`config.mk`:
```
export PLATFORM = sky130hd
export DESIGN_NAME = instr_encoder
export DESIGN_NICKNAME = d
export VERILOG_FILES = /design/src/rtl/instr_encoder_pkg.sv /design/src/rtl/instr_fifo.sv /design/src/rtl/instr_encoder.sv
export SDC_FILE = /design/constraint.sdc
export NUM_CORES = 1
export LEC_CHECK = 0
export CORE_AREA = 2 2 156 158
export DETAILED_ROUTE_END_ITERATION = 16
export DIE_AREA = 0 0 158 160
export GPL_TIMING_DRIVEN = 0
export PLACE_DENSITY = 0.75
export SYNTH_ARGS = -nofsm -noshare
export SYNTH_HDL_FRONTEND = slang
export SYNTH_SLANG_ARGS = --single-unit
```
`constraint.sdc`:
```
create_clock -name clk -period 2.2 [get_ports clk]
set_input_delay 0.22 -clock clk [delete_from_list [all_inputs] [get_ports clk]]
set_output_delay 0.22 -clock clk [all_outputs]
set_load 0.1 [all_outputs]
```
`src/rtl/instr_encoder_pkg.sv`:
```
`default_nettype none
// ============================================================================
// Module : instr_encoder_pkg
// Brief  : MIPS opcode/func fields and in_op request codes shared with the
//          control decoder.
// Rev    : 1.0  initial release
// ============================================================================
package instr_encoder_pkg;

   localparam logic [5:0] OP_R    = 6'b000000;
   localparam logic [5:0] OP_ORI  = 6'b001101;
   localparam logic [5:0] OP_LW   = 6'b100011;
   localparam logic [5:0] OP_SW   = 6'b101011;
   localparam logic [5:0] OP_BEQ  = 6'b000100;
   localparam logic [5:0] OP_LUI  = 6'b001111;
   localparam logic [5:0] OP_J    = 6'b000010;
   localparam logic [5:0] OP_JAL  = 6'b000011;

   localparam logic [5:0] FN_ADDU = 6'b100001;
   localparam logic [5:0] FN_SUBU = 6'b100011;
   localparam logic [5:0] FN_JR   = 6'b001000;

   localparam logic [3:0] IN_ADDU = 4'd0;
   localparam logic [3:0] IN_SUBU = 4'd1;
   localparam logic [3:0] IN_ORI  = 4'd2;
   localparam logic [3:0] IN_LW   = 4'd3;
   localparam logic [3:0] IN_SW   = 4'd4;
   localparam logic [3:0] IN_BEQ  = 4'd5;
   localparam logic [3:0] IN_LUI  = 4'd6;
   localparam logic [3:0] IN_J    = 4'd7;
   localparam logic [3:0] IN_JAL  = 4'd8;
   localparam logic [3:0] IN_JR   = 4'd9;

endpackage
`default_nettype wire

```
`src/rtl/instr_fifo.sv`:
```
`default_nettype none
// ============================================================================
// Module : instr_fifo
// Brief  : DEPTH x WIDTH synchronous FIFO, pointer-plus-wrap-bit full/empty.
// Rev    : 1.0  initial release
// ============================================================================
module instr_fifo #(
   parameter int DEPTH = 4,
   parameter int WIDTH = 32
) (
   input  logic             clk,
   input  logic             reset,
   input  logic             flush,
   input  logic             push,
   input  logic [WIDTH-1:0] din,
   input  logic             pop,
   output logic [WIDTH-1:0] dout,
   output logic             full,
   output logic             empty
);

   localparam int AW = $clog2(DEPTH);

   logic [WIDTH-1:0] r_mem [DEPTH];
   logic [AW:0]      r_wr;
   logic [AW:0]      r_rd;

   always_ff @(posedge clk or negedge reset) begin
      if (!reset) begin
         r_wr <= '0;
         r_rd <= '0;
      end else if (flush) begin
         r_wr <= '0;
         r_rd <= '0;
      end else begin
         if (push) r_wr <= r_wr + (AW+1)'(1);
         if (pop)  r_rd <= r_rd + (AW+1)'(1);
      end
   end

   // Storage carries no reset; validity is tracked entirely by the pointers.
   always_ff @(posedge clk) begin
      if (push && !flush) r_mem[r_wr[AW-1:0]] <= din;
   end

   assign dout  = r_mem[r_rd[AW-1:0]];
   assign empty = (r_wr == r_rd);
   assign full  = (r_wr[AW] != r_rd[AW]) && (r_wr[AW-1:0] == r_rd[AW-1:0]);

endmodule
`default_nettype wire

```
`src/rtl/instr_encoder.sv`:
```
`default_nettype none
// ============================================================================
// Module : instr_encoder
// Brief  : Encodes mnemonic requests into MIPS words, buffers them and writes
//          them to sequential IM addresses starting at BASE_ADDR.
// Rev    : 1.0  initial release
// ============================================================================
module instr_encoder
   import instr_encoder_pkg::*;
#(
   parameter int          DEPTH     = 4,
   parameter logic [31:0] BASE_ADDR = 32'h0000_3000
) (
   input  logic        clk,
   input  logic        reset,
   input  logic        start,
   input  logic        in_valid,
   output logic        in_ready,
   input  logic [3:0]  in_op,
   input  logic [4:0]  in_rs,
   input  logic [4:0]  in_rt,
   input  logic [4:0]  in_rd,
   input  logic [25:0] in_imm,
   input  logic        im_busy,
   output logic        im_we,
   output logic [31:0] im_addr,
   output logic [31:0] im_wdata,
   output logic [15:0] count,
   output logic        err
);

   logic [31:0] w_word;
   logic        w_legal;
   logic        w_push;
   logic        w_pop;
   logic        w_full;
   logic        w_empty;
   logic [31:0] w_head;
   logic [31:0] r_addr;

   always_comb begin
      w_word  = 32'h0000_0000;
      w_legal = 1'b1;
      case (in_op)
         IN_ADDU: w_word = {OP_R, in_rs, in_rt, in_rd, 5'b00000, FN_ADDU};
         IN_SUBU: w_word = {OP_R, in_rs, in_rt, in_rd, 5'b00000, FN_SUBU};
         IN_ORI:  w_word = {OP_ORI, in_rs, in_rt, in_imm[15:0]};
         IN_LW:   w_word = {OP_LW,  in_rs, in_rt, in_imm[15:0]};
         IN_SW:   w_word = {OP_SW,  in_rs, in_rt, in_imm[15:0]};
         IN_BEQ:  w_word = {OP_BEQ, in_rs, in_rt, in_imm[15:0]};
         IN_LUI:  w_word = {OP_LUI, 5'b00000, in_rt, in_imm[15:0]};
         IN_J:    w_word = {OP_J,   in_imm};
         IN_JAL:  w_word = {OP_JAL, in_imm};
         IN_JR:   w_word = {OP_R, in_rs, 15'b0, FN_JR};
         default: w_legal = 1'b0;
      endcase
   end

   // start outranks both FIFO ports: the arriving request is dropped.
   assign in_ready = !w_full;
   assign w_push   = in_valid && !w_full && !start;
   assign w_pop    = !w_empty && !im_busy && !start;

   instr_fifo #(
      .DEPTH (DEPTH),
      .WIDTH (32)
   ) u_fifo (
      .clk   (clk),
      .reset (reset),
      .flush (start),
      .push  (w_push),
      .din   (w_word),
      .pop   (w_pop),
      .dout  (w_head),
      .full  (w_full),
      .empty (w_empty)
   );

   always_ff @(posedge clk or negedge reset) begin
      if (!reset) begin
         r_addr   <= BASE_ADDR;
         im_we    <= 1'b0;
         im_addr  <= BASE_ADDR;
         im_wdata <= 32'h0000_0000;
         count    <= 16'h0000;
         err      <= 1'b0;
      end else begin
         if (w_push && !w_legal) err <= 1'b1;
         if (start) begin
            im_we  <= 1'b0;
            r_addr <= BASE_ADDR;
            count  <= 16'h0000;
         end else if (w_pop) begin
            im_we    <= 1'b1;
            im_wdata <= w_head;
            im_addr  <= r_addr;
            r_addr   <= r_addr + 32'd4;
            if (count != 16'hFFFF) count <= count + 16'd1;
         end else begin
            im_we <= 1'b0;
         end
      end
   end

endmodule
`default_nettype wire

```
==> impl_metrics.csv <==
group,metric,value,unit
drt,drc,0,
clock_tree,cts_num_sinks,239,
worst_setup_path,path_max_fanout,5,
sta,report.final.setup_viol,1,
grt,grt-ovfl-total,0,
pwr,p_seq_frac,0.379,
clock_tree,clk_pin_slew,0.07,ns
die,ios,133,
place,gp_congestion,0.895,
place,dp_slack,-0.645,ns
layout,n_antenna_cell,0,
synthesis,synthTopCellsByArea,"edfxtp_1 (36%), dfrtp_1 (27%), mux2_2 (6.9%), mux4_2 (6.7%), a21oi_1 (2.2%)",
worst_setup_path,cpLargestDelayFamily,"buffers and inverters",
grt,grt_pass1_vias,6951,
synthesis,synth-main-ff-cell,"edfxtp_1",
worst_setup_path,worstPathCellList,"buf_6 -> xor2_4 -> buf_6 -> or3_4 -> buf_12",
synthesis,postSynth.asyncResetShare,0.481,
sta,slew_viol_final,0,
grt,grt_util_all_layers,0.195,
sta,finalHoldViolCount,0,
grt,antenna_found_initial,1,
clock_tree,htreeDepth,1,
synthesis,synth.avg_cell_area,14.3,um^2
place,dp_hpwl,15.8,mm
pwr,p_total,14.2,mW
worst_setup_path,crit_buf_inv,3,
die,die_area,0.0253,mm^2
worst_setup_path,crit_slowest_cell,"dfrtp_1",
layout,drive_gt1_frac,0.245,
drt,ant_nets,0,
worst_setup_path,worst_path_most_repeated_cell,"buf_6",
synthesis,yosys.area.top_type,"edfxtp_1",
worst_setup_path,start_kind,"register",
clock_tree,clock_latency,0.53,ns
sta,fin_setup_tns,-0.0128,ns
synthesis,synth_most_common_cell,"edfxtp_1",
drt,wl,24.7,mm
outcome,status,"finished with violations",
pwr,p_sw_frac,0.371,
outcome,violations,"setup timing",
synthesis,syn_area,0.0105,mm^2
drt,drt_first_pass_iters,5,
sta,worst_slack,-0.0128,ns
synthesis,synth_cell_types,57,
sta,fin_crit_sh,1.01,
clock_tree,clockBufferDepth,3,
place,place_inst,1190,
synthesis,seq_area_frac_synth,0.630,
drt,vias,7195,
pwr,power.internal,8.92,mW
synthesis,synth_edf_count,124,
sta,max_freq,452,MHz
die,rows,57,
grt,grt_max_degree,68,
sta,slew-limit-headroom,0.301,
worst_setup_path,crit_arrival,1.99,ns
pwr,p_leak,5.24,nW
worst_setup_path,crit_path_end_kind,"primary output",
die,die_h,160,um
grt,grt_pass1_wl,38.7,mm
synthesis,yosysWarningCount,0,
pwr,worst_ir_drop_vdd,0.00132,V
clock_tree,tritoncts,"built",
drt,routedWlPerCell,19.5,um
clock_tree,cts_root_buf,"clkbuf_16",
pwr,power.switching,5.27,mW
worst_setup_path,crit_type,"register to primary output",
sta,clock_skew,0.0193,ns
pwr,pwr-share-clk,0.304,
pwr,p_comb_frac,0.317,
drt,via_per_inst,5.68,
hold_path,hold_path_class,"input port to async pin",
worst_setup_path,max_stage_delay,0.39,ns
synthesis,synth_common_cells,"edfxtp_1 (124), dfrtp_1 (111), mux2_2 (64)",
die,die_x,158,um
sta,whs,0.245,ns
layout,final_cell_count_no_fill,1266,
sta,rsz0062_at_grt,"true",
die,core-area,0.0238,mm^2
pwr,power_density,1050,mW/mm^2
synthesis,synth-seq-cells,239,
die,start_util,0.440,
sta,layout_min_cycle_time,2.21,ns
layout,area_growth_syn_to_layout,28.4,%
synthesis,syn_inst,734,
worst_setup_path,cp.required,1.98,ns
run,max-cap-violations,0,
clock_tree,numCtsBuffers,25,
layout,nNetsFinal,980,
place,io_buffers,129,
synthesis,yosysTopAreaCellShare,0.355,
sta,worstMarginPinSlew,1.05,ns
drt,first_iter_violations,548,
==> registers in the layout, summed over array words and instances, names as in the netlist <==
signal        cells
count            16
err               1
im_addr          30
im_wdata         31
im_we             1
r_addr           30
u_fifo.r_mem    124
u_fifo.r_rd       3
u_fifo.r_wr       3
==> area by class of cell <==
| cell class | count | area, um^2 |
|---|---|---|
| clock inverter | 19 | 216 |
| timing repair buffer | 154 | 1500 |
| multi-input combinational | 443 | 3760 |
| buffer | 46 | 263 |
| sequential | 239 | 6620 |
| clock buffer | 27 | 633 |
| inverter | 14 | 52.6 |
| fill | 1982 | 10400 |
| tap | 324 | 405 |
==> cell families (layout without fill, tap and decap cells) <==
logic type | Yosys count | count (layout) | synth area share
other cells | 1 | 3 | 0.000358
compound gates | 138 | 138 | 0.0856
simple gates | 176 | 182 | 0.0973
fa+ha+maj | 7 | 7 | 0.00836
flops | 239 | 239 | 0.630
xor+xnor | 10 | 10 | 0.00979
mux | 103 | 103 | 0.143
buf+inv | 60 | 260 | 0.0252
==> through the flow <==
step / cell area (um^2) / util
6_report: 13500 / 0.565
5_1_grt: 13500 / 0.565
4_1_cts: 13200 / 0.556
3_5_place_dp: 12200 / 0.514
3_3_place_gp: 12200 / 0.512
2_1_floorplan: 10500 / -
==> layout by cell type (no fill, tap or decap), types with 23 or more instances in the layout <==
master	n
edfxtp_1	124
dfrtp_1	97
dlygate4sd2_1	79
mux2_2	64
clkdlybuf4s50_1	48
a21oi_1	46
nand2_1	31
mux4_2	31
clkbuf_16	25
or4_1	24
nor2_1	23
o31ai_1	23
==> power by group through the flow <==
stage	Sequential [mW]	Combinational, mW	Clock, mW
2_1_floorplan	7.67	1.11	0
3_3_place_gp	5.46	4.46	0
3_5_place_dp	5.47	4.51	0
4_1_cts	5.37	4.38	4.40
5_1_grt	5.41	4.67	4.57
6_report	5.37	4.50	4.32
==> metal layers <==
layer  GRT usage  wire, um  up-vias  part of all wire
met4      0.0332       456        0             0.018
met2       0.321     12100      268              0.49
met5           0         0        -                 0
li1            -         -     3265                 -
met1       0.280     10800     3620              0.43
met3      0.0296      1440       42             0.058
==> final timing paths <==
kind | from | end | slack [ns] | cells past startpoint
min in group clk | in_imm[9] | u_fifo.r_mem[0][9]$_DFFE_PP_ | 0.41 | 2
max reg2reg | u_fifo.r_rd[0]$_DFFE_PN0P_ | count[7]$_DFFE_PN0P_ | 0.08 | 8
min reg2reg | im_addr[9]$_DFFE_PN0P_ | im_addr[9]$_DFFE_PN0P_ | 0.50 | 1
max | u_fifo.r_rd[0]$_DFFE_PN0P_ | in_ready | -0.01 | 5
max in group asynchronous | reset | im_addr[12]$_DFFE_PN1P_ | 1.19 | 3
min | reset | im_wdata[28]$_DFFE_PN0P_ | 0.25 | 2
==> timing repair <==
| action | in CTS | in global routing |
|---|---|---|
| endpoints found under the setup margin | 279 | 225 |
| endpoints found under the hold margin | 48 | 0 |
| resized for setup | 108 | 26 |
| pin swaps | 4 | 4 |
| hold buffers | 1 | 0 |
| cloned | 4 | 4 |
| buffers inserted | 7 | 14 |
No activity file was read; power rests on OpenSTA's default activity.
